--- src/rtl/pulse_shaper_tx_pkg.sv ---
// Shared definitions for the pulse shaper: state encoding and default phase lengths.
// The default phase lengths match the input debouncer's target count.
package pulse_shaper_tx_pkg;

    typedef enum logic [1:0] {
        IDLE     = 2'b00,
        HIGH     = 2'b01,
        LOW_HOLD = 2'b10
    } state_e;

    localparam int unsigned DEF_HIGH_CYCLES = 5;
    localparam int unsigned DEF_LOW_CYCLES  = 5;
    localparam int unsigned DEF_CNT_W       = 4;
    localparam int unsigned DEF_PEND_W      = 3;

    // The spare encoding 2'b11 is treated as IDLE everywhere.
    function automatic logic is_active(input state_e s);
        return (s == HIGH) || (s == LOW_HOLD);
    endfunction

endpackage

--- src/rtl/pulse_shaper_tx_phase_timer.sv ---
// Phase counter for the pulse shaper.
// It counts up while enabled, clears synchronously, and flags the last cycle of a phase.
module phase_timer #(
    parameter int unsigned CNT_W = 4
) (
    input  logic             clk_i,
    input  logic             rst_n_i,
    input  logic             clr_i,
    input  logic             en_i,
    input  logic [CNT_W-1:0] limit_i,
    output logic             done_o
);

    logic [CNT_W-1:0] count_q, count_d;

    always_comb begin
        count_d = count_q;
        if (clr_i) begin
            count_d = '0;
        end else if (en_i && (count_q != '1)) begin
            count_d = count_q + CNT_W'(1);
        end
    end

    always_ff @(posedge clk_i or negedge rst_n_i) begin
        if (!rst_n_i) begin
            count_q <= '0;
        end else begin
            count_q <= count_d;
        end
    end

    assign done_o = en_i && (count_q == (limit_i - CNT_W'(1)));

endmodule

--- src/rtl/pulse_shaper_tx.sv ---
// Turns single-cycle requests into pulses with a guaranteed high width and low gap.
// Requests that arrive during a pulse are queued in a saturating pending counter.
module pulse_shaper_tx
    import pulse_shaper_tx_pkg::*;
#(
    parameter int unsigned HIGH_CYCLES = DEF_HIGH_CYCLES,
    parameter int unsigned LOW_CYCLES  = DEF_LOW_CYCLES,
    parameter int unsigned CNT_W       = DEF_CNT_W,
    parameter int unsigned PEND_W      = DEF_PEND_W
) (
    input  logic              clk,
    input  logic              rst_n,
    input  logic              pulse_req,
    input  logic              clr_overflow,
    output logic              signal_out,
    output logic              busy,
    output logic              ready,
    output logic              pulse_done,
    output logic [PEND_W-1:0] pending,
    output logic              overflow
);

    state_e            state_q;
    logic              signal_out_q;
    logic [PEND_W-1:0] pending_q;
    logic              overflow_q;

    logic              timer_done;
    logic [CNT_W-1:0]  timer_limit;
    logic              in_idle;
    logic              pend_zero;
    logic              pend_full;
    logic              last_low;
    logic              pend_inc;
    logic              pend_dec;
    logic              pend_drop;

    assign in_idle     = !is_active(state_q);
    assign pend_zero   = (pending_q == '0);
    assign pend_full   = (pending_q == '1);
    assign last_low    = (state_q == LOW_HOLD) && timer_done;
    assign timer_limit = (state_q == HIGH) ? CNT_W'(HIGH_CYCLES) : CNT_W'(LOW_CYCLES);

    // In IDLE a request is consumed directly by the pulse it starts, so it never queues.
    assign pend_inc  = pulse_req && !in_idle;
    assign pend_dec  = !pend_zero && ((in_idle && !pulse_req) || last_low);
    assign pend_drop = pend_inc && !pend_dec && pend_full;

    phase_timer #(
        .CNT_W (CNT_W)
    ) u_phase_timer (
        .clk_i   (clk),
        .rst_n_i (rst_n),
        .clr_i   (timer_done || in_idle),
        .en_i    (!in_idle),
        .limit_i (timer_limit),
        .done_o  (timer_done)
    );

    always_ff @(posedge clk or negedge rst_n) begin
        if (!rst_n) begin
            state_q      <= IDLE;
            signal_out_q <= 1'b0;
            pending_q    <= '0;
            overflow_q   <= 1'b0;
        end else begin
            case (state_q)
                HIGH: begin
                    if (timer_done) begin
                        state_q      <= LOW_HOLD;
                        signal_out_q <= 1'b0;
                    end
                end
                LOW_HOLD: begin
                    if (timer_done) begin
                        if (!pend_zero) begin
                            state_q      <= HIGH;
                            signal_out_q <= 1'b1;
                        end else begin
                            state_q      <= IDLE;
                            signal_out_q <= 1'b0;
                        end
                    end
                end
                default: begin
                    if (pulse_req || !pend_zero) begin
                        state_q      <= HIGH;
                        signal_out_q <= 1'b1;
                    end else begin
                        state_q      <= IDLE;
                        signal_out_q <= 1'b0;
                    end
                end
            endcase

            if (pend_inc && !pend_dec && !pend_full) begin
                pending_q <= pending_q + PEND_W'(1);
            end else if (pend_dec && !pend_inc) begin
                pending_q <= pending_q - PEND_W'(1);
            end

            if (pend_drop) begin
                overflow_q <= 1'b1;
            end else if (clr_overflow) begin
                overflow_q <= 1'b0;
            end
        end
    end

    assign signal_out = signal_out_q;
    assign busy       = !in_idle;
    assign ready      = in_idle && pend_zero;
    assign pulse_done = (state_q == HIGH) && timer_done;
    assign pending    = pending_q;
    assign overflow   = overflow_q;

endmodule

--- config.mk ---
export PLATFORM = sky130hd
export DESIGN_NAME = pulse_shaper_tx
export DESIGN_NICKNAME = d
export VERILOG_FILES = /design/src/rtl/pulse_shaper_tx_pkg.sv /design/src/rtl/pulse_shaper_tx_phase_timer.sv /design/src/rtl/pulse_shaper_tx.sv
export SDC_FILE = /design/constraint.sdc
export NUM_CORES = 1
export LEC_CHECK = 0
export ABC_AREA = 1
export BUFFER_PORTS_ARGS = -buffer_cell sky130_fd_sc_hd__buf_2
export CORE_UTILIZATION = 45
export DETAILED_ROUTE_END_ITERATION = 12
export GPL_TIMING_DRIVEN = 0
export HOLD_SLACK_MARGIN = 0.03
export PLACE_DENSITY_LB_ADDON = 0.3
export SKIP_LAST_GASP = 1
export SLEW_MARGIN = 20
export SYNTH_ARGS = -nofsm -noshare
export SYNTH_HDL_FRONTEND = slang
export SYNTH_SLANG_ARGS = --single-unit
--- constraint.sdc ---
create_clock -name clk -period 1.7 [get_ports clk]
set_input_delay 0.085 -clock clk [delete_from_list [all_inputs] [get_ports clk]]
set_output_delay 0.085 -clock clk [all_outputs]
set_load 0.03 [all_outputs]
## Word level (Yosys, flattened, before mapping)

Cells that the tools add are included.

- Input port bits: 4
- Flip-flop bits (word level): 11
- Output and inout port bits: 8

- Equal/unequal tests: 7
- Reductions and logical operators: 27
- Add/sub/neg operators: 3
- Muxes and demuxes: 16

Operators with widths:

| operator | number |
|---|---|
| $logic_and 1x1->1 | 12 |
| $mux 1 | 8 |
| $mux 4 | 2 |
| $logic_not 1->1 | 6 |
| $mux 3 | 2 |
| $reduce_bool 2->1 | 3 |
| $add 4x1->4 const B | 1 |
| $eq 4x3->1 const B | 1 |
| $logic_or 1x1->1 | 4 |
| $mux 2 | 2 |
| $ne 2x2->1 const B | 2 |
| $ne 4x4->1 const B | 1 |
| $pmux 2 s2 | 1 |
| $add 3x1->3 const B | 1 |
| $eq 3x3->1 const B | 1 |
| $logic_not 3->1 | 1 |
| $sub 3x1->3 const B | 1 |
| $eq 2x1->1 const B | 1 |
| $eq 2x2->1 const B | 1 |
| $pmux 1 s2 | 1 |
| $reduce_and 2->1 | 1 |

## Longest topological paths before layout

- Depth after elaboration: 10
- Mapped depth: 12
- Gate-level depth less buffers: 12

## By module

Synthesis repeated with hierarchy kept, for this count alone.

- Cell total of the unflattened synthesis: 110
- Area total of the unflattened synthesis: 793.3 µm²

By module, submodules not included:

| module | area each (µm²) | cells each | instances |
|---|---|---|---|
| pulse_shaper_tx | 445.4 | 56 | 1 |
| phase_timer | 347.8 | 54 | 1 |

## Worst setup path before layout

Ideal clock, no wire load.

- Path type: flip-flop to flip-flop
- Start point: reg state_q[0]
- End point: reg pending_q[2] (netlist: pending[2])
- Path buffers: 0
- Stages on the path, launching flop included: 12
- Setup slack: -590 ps
- Arrival: 2172 ps
- Required time: 1582 ps
- Clock period less this slack: 2290 ps
- Setup time: 118 ps
- Path through: dfrtp_1 > inv_1 > ha_1 > inv_1 > nand2_4 > nand2_4 > nand3_4 > fa_1 > inv_1 > nand2_1 > nand3_1 > nand2_1

- Word-level cells in the longest chain between the ends: 10

RTL lines:

| item | line | text |
|---|---|---|
| start: declaration | pulse_shaper_tx.sv:23 | `state_e state_q;` |
| start signal: assignment | pulse_shaper_tx.sv:62 | `state_q <= IDLE;` |
| start signal: assignment | pulse_shaper_tx.sv:70 | `state_q <= LOW_HOLD;` |
| start signal: assignment | pulse_shaper_tx.sv:77 | `state_q <= HIGH;` |
| $eq 2x1->1 / $eq 2x2->1 (equally long branches) | pulse_shaper_tx_pkg.sv:18 | `return (s == HIGH) \|\| (s == LOW_HOLD);` |
| $logic_or 1x1->1 (*) | pulse_shaper_tx_pkg.sv:18 |  |
| via busy | pulse_shaper_tx.sv:16 | `output logic busy,` |
| $logic_not 1->1 / $logic_and 1x1->1 (equally long branches) | pulse_shaper_tx.sv:38, pulse_shaper_tx_phase_timer.sv:33 |  |
| $logic_and 1x1->1 (on tied branches) | pulse_shaper_tx.sv:46, pulse_shaper_tx.sv:41 |  |
| $logic_or 1x1->1 | pulse_shaper_tx.sv:46 | `assign pend_dec = !pend_zero && ((in_idle && !pulse_req) \|\| last_low);` |
| $logic_and 1x1->1 | pulse_shaper_tx.sv:46 |  |
| $logic_not 1->1 | pulse_shaper_tx.sv:96 | `if (pend_inc && !pend_dec && !pend_full) begin` |
| $logic_and 1x1->1 (2 in series) | pulse_shaper_tx.sv:96 |  |
| $mux 3 / $reduce_bool 2->1 (equally long branches) | n/a |  |
| end signal: assignment | pulse_shaper_tx.sv:97 | `pending_q <= pending_q + PEND_W'(1);` |
| end signal: assignment | pulse_shaper_tx.sv:99 | `pending_q <= pending_q - PEND_W'(1);` |
| end: declaration | pulse_shaper_tx.sv:25 | `logic [PEND_W-1:0] pending_q;` |

The timed path passes the listed nets; every way through them passes the cells marked *.
A chain may end at the register's enable or synchronous reset.

## Worst setup path in the final report

- Start point: reg state_q[1]
- End point: reg pending_q[1] (netlist: pending[1])

- Word-level cells in the longest chain between the ends: 10

RTL lines:

| item | line |
|---|---|
| $eq 2x1->1 / $eq 2x2->1 (equally long branches) | pulse_shaper_tx_pkg.sv:18, pulse_shaper_tx.sv:41 |
| $logic_or 1x1->1 | pulse_shaper_tx_pkg.sv:18 |
| $logic_not 1->1 / $logic_and 1x1->1 (equally long branches) | pulse_shaper_tx.sv:38, pulse_shaper_tx_phase_timer.sv:33 |
| $logic_and 1x1->1 (on tied branches) | pulse_shaper_tx.sv:46, pulse_shaper_tx.sv:41 |
| $logic_or 1x1->1 | pulse_shaper_tx.sv:46 |
| $logic_and 1x1->1 | pulse_shaper_tx.sv:46 |
| $logic_not 1->1 | pulse_shaper_tx.sv:96 |
| $logic_and 1x1->1 (2 in series) | pulse_shaper_tx.sv:96 |
| $mux 3 / $reduce_bool 2->1 (equally long branches) | n/a |

Several ways; a longest one is shown, not always the timed one.

==> results_dict.tcl <==
set metrics [dict create \
    port_buffers 11 \
    cts_buffers 3 \
    die-area_um2 1532 \
    yosysMostFrequentCell "inv_1" \
    grt_max_degree 11 \
    cts_tree "yes" \
    yosysTopAreaCell "dfrtp_1" \
    grt_usage_pct 19.78 \
    min_delay_path_depth 3 \
    grt_pass1_vias 464 \
    synth_top_area_share_pct 40.32 \
    route.final.wire_length_mm 1.398 \
    drt_iter0_drc 12 \
    r2r_end "pending[1]" \
    ant_nets 0 \
    tightestPinTransition_ps 227.7 \
    row_count 13 \
    min_period_ps 1786 \
    crit_path_start_kind "flip-flop" \
    cts.reportedPaths.clkPinSlew_ps 70 \
    netlist_area_um2 620.6 \
    ys_types 20 \
    vias 581 \
    critPathSlowestCell "fa_2" \
    final_cells 112 \
    drtPass1Iterations 4 \
    ys_top_cells_by_area "dfrtp_1 (40%), ha_1 (8.1%), inv_1 (7.9%), nand2_1 (6.7%), nand3_1 (4.8%)" \
    path_delay_family "adder cells" \
    path_buf_inv 0 \
    fmax_mhz 559.9 \
    rsz0062_at_grt "yes" \
    required_ps 1860 \
    hold_end "state_q[0]" \
    initial_core_util_pct 48.30 \
    final_nets 107 \
    place_congestion 0.6413 \
    maxSlewViolCount 0 \
    slew_headroom_pct 84.82 \
    holdCritStartpoint "pulse_req" \
    clockBufferDepth 2 \
    grt.overflow.total 0 \
    hold_violations 0 \
    netlist_instances 72 \
    root_buffer "clkbuf_4" \
    drive_gt1_share_pct 43.30 \
    status "finished with violations" \
    finClkSkew_ps 1.479 \
    grt_pass1_wl_mm 1.987 \
    fillers 102 \
    finalCritPeriodShare_pct 105.1 \
    violations "negative setup slack" \
    yosys_most_used_dff "dfrtp_1" \
    reg2reg_from "state_q[1]" \
    cp_data_arrival_time_ps 1940 \
    syn_nets 81 \
    ys_seq_area_share_pct 40.32 \
    async_flop_share_pct 100.0 \
    diodes 0 \
    crit_path_cell_trace "ha_4, nor2_4, a21oi_2, nand2_4, nand3_4, fa_2, nand2_1, o21ai_2" \
    postLayoutSetupSlackWorst_ps -85.98 \
    ys_top_cells_by_count "inv_1 (13), nand2_1 (11), dfrtp_1 (10), nor2_1 (7), nand3_1 (6)" \
    clk-insertion-delay-late_ps 260 \
    wl_per_cell_um 12.48 \
    syn_to_final_growth_pct 37.50 \
    crit_fanout 5 \
    die_x_um 39.14 \
    synth-edff-count 0 \
    yosys_warnings 0 \
    setup_viol 2 \
    cts.sink_count 10 \
    cp_slowest_stage_delay_ps 430 \
    ios 12 \
    htreeDepth 1 \
    antenna_found_initial 0 \
    die_h_um 39.14 \
    end_kind "flip-flop" \
    critPathKind "reg2reg" \
    hpwl_um 978.8 \
    ys_ff_latch 10 \
    viasPerCell 5.188 \
    pre_cts_ws_ps -189.3 \
    worstRegToRegCells 8 \
    hold_class "in2reg" \
    drc 0 \
    placed_cells 98 \
    syn_area_per_cell_um2 8.619 \
    r2r_slack_ps -90 \
    core_um2 1285 \
    cap_violations 0 \
]
cells in the final DEF, fill, tap and decap left out:
cell type      netlist  final
o31ai_1              1      1
o22ai_2              0      1
a21oi_1              2      2
clkbuf_8             0      1
nand3_1              6      6
clkbuf_4             0      3
nand2_4              2      2
dlygate4sd3_1        0      2
o22ai_1              2      1
o21ai_2              0      1
nand4_1              2      2
nand2_2              2      3
a31oi_1              1      1
buf_2                0     11
buf_4                0      8
ha_1                 4      3
dfrtp_2              0      1
inv_1               13     10
dfrtp_1             10      9
inv_2                0      2
ha_4                 0      1
o21ai_0              2      2
nand3_2              2      2
nand3_4              1      1
nor2_1               7      5
nor2_2               0      1
fa_2                 0      1
clkinvlp_4           0      1
nand2_1             11     10
xor2_1               1      1
nor2_4               0      1
a21oi_2              1      1
how the worst max path moves through the flow:
stage          startpoint          to  slack (ps)  cells after the start
6_report       state_q[1]  pending[1]         -90                      8
5_1_grt        state_q[1]  pending[2]        -160                     11
4_1_cts        state_q[1]  pending[1]         -90                      8
3_5_place_dp   state_q[0]  pending[2]        -190                     11
3_3_place_gp   state_q[0]  pending[2]        -140                     11
2_1_floorplan  state_q[0]  pending[1]        -270                      9
final cells by class:
class / instances / area (µm²) / share of cell area, %
inverter: 13 / 52.55 / 6.158
sequential: 10 / 251.5 / 29.47
timing repair buffer: 21 / 135.1 / 15.84
clock buffer: 4 / 36.28 / 4.252
multi-input combinational: 49 / 359.1 / 42.08
tap: 15 / 18.77 / 2.199
repair_timing:
| item | CTS | global route |
|---|---|---|
| gates resized for setup | 2 | 5 |
| pin swaps | 4 | 8 |
| hold buffers | 2 | 0 |
| hold endpoints to repair | 11 | 0 |
| buffers inserted | 5 | 3 |
| endpoints found under the setup margin | 3 | 3 |
cell families (layout without fill, tap and decap cells):
kind of cell / count (synthesis) / count (layout) / share of synthesized area [%]
compound gates: 10 / 10 / 9.678
xor+xnor: 1 / 1 / 1.412
fa+ha+maj: 5 / 5 / 11.29
buf+inv: 13 / 38 / 7.863
flops: 10 / 10 / 40.32
simple gates: 33 / 33 / 29.44
flip-flops by register name, indices dropped and copies added (netlist names):
signal and cells:
overflow 1, pending 3, state_q 2, u_phase_timer.count_q 4
stage by stage:
stage	cell area, µm²	util (%)	TNS, ps	hold slack (ps)
after detailed placement	714.4	55.60	-355.8	-40.43
after global routing	853.3	66.41	-378.7	123.1
after floorplan	640.6	-	-517.8	-210.6
final	853.3	66.41	-154.7	118.6
after CTS	813.3	63.29	-231.8	113.4
after global placement	714.4	55.60	-257.9	-43.29
routing by layer:
layer / up-vias / track usage (%) / routed length (µm)
met5: - / 0 / 0
met4: 0 / 10.34 / 18
met3: 2 / 1.734 / 36
met2: 14 / 34.58 / 770
met1: 276 / 23.51 / 573
li1: 289 / - / -
worst min-delay path, cell delays in order:
cell	delay [ps]
buf_2	90
a21oi_1	60
a21oi_1	110
Power is left out: the tool's default activity adds up to more than one toggle a clock period on the data nets, which glitch-free logic cannot reach.
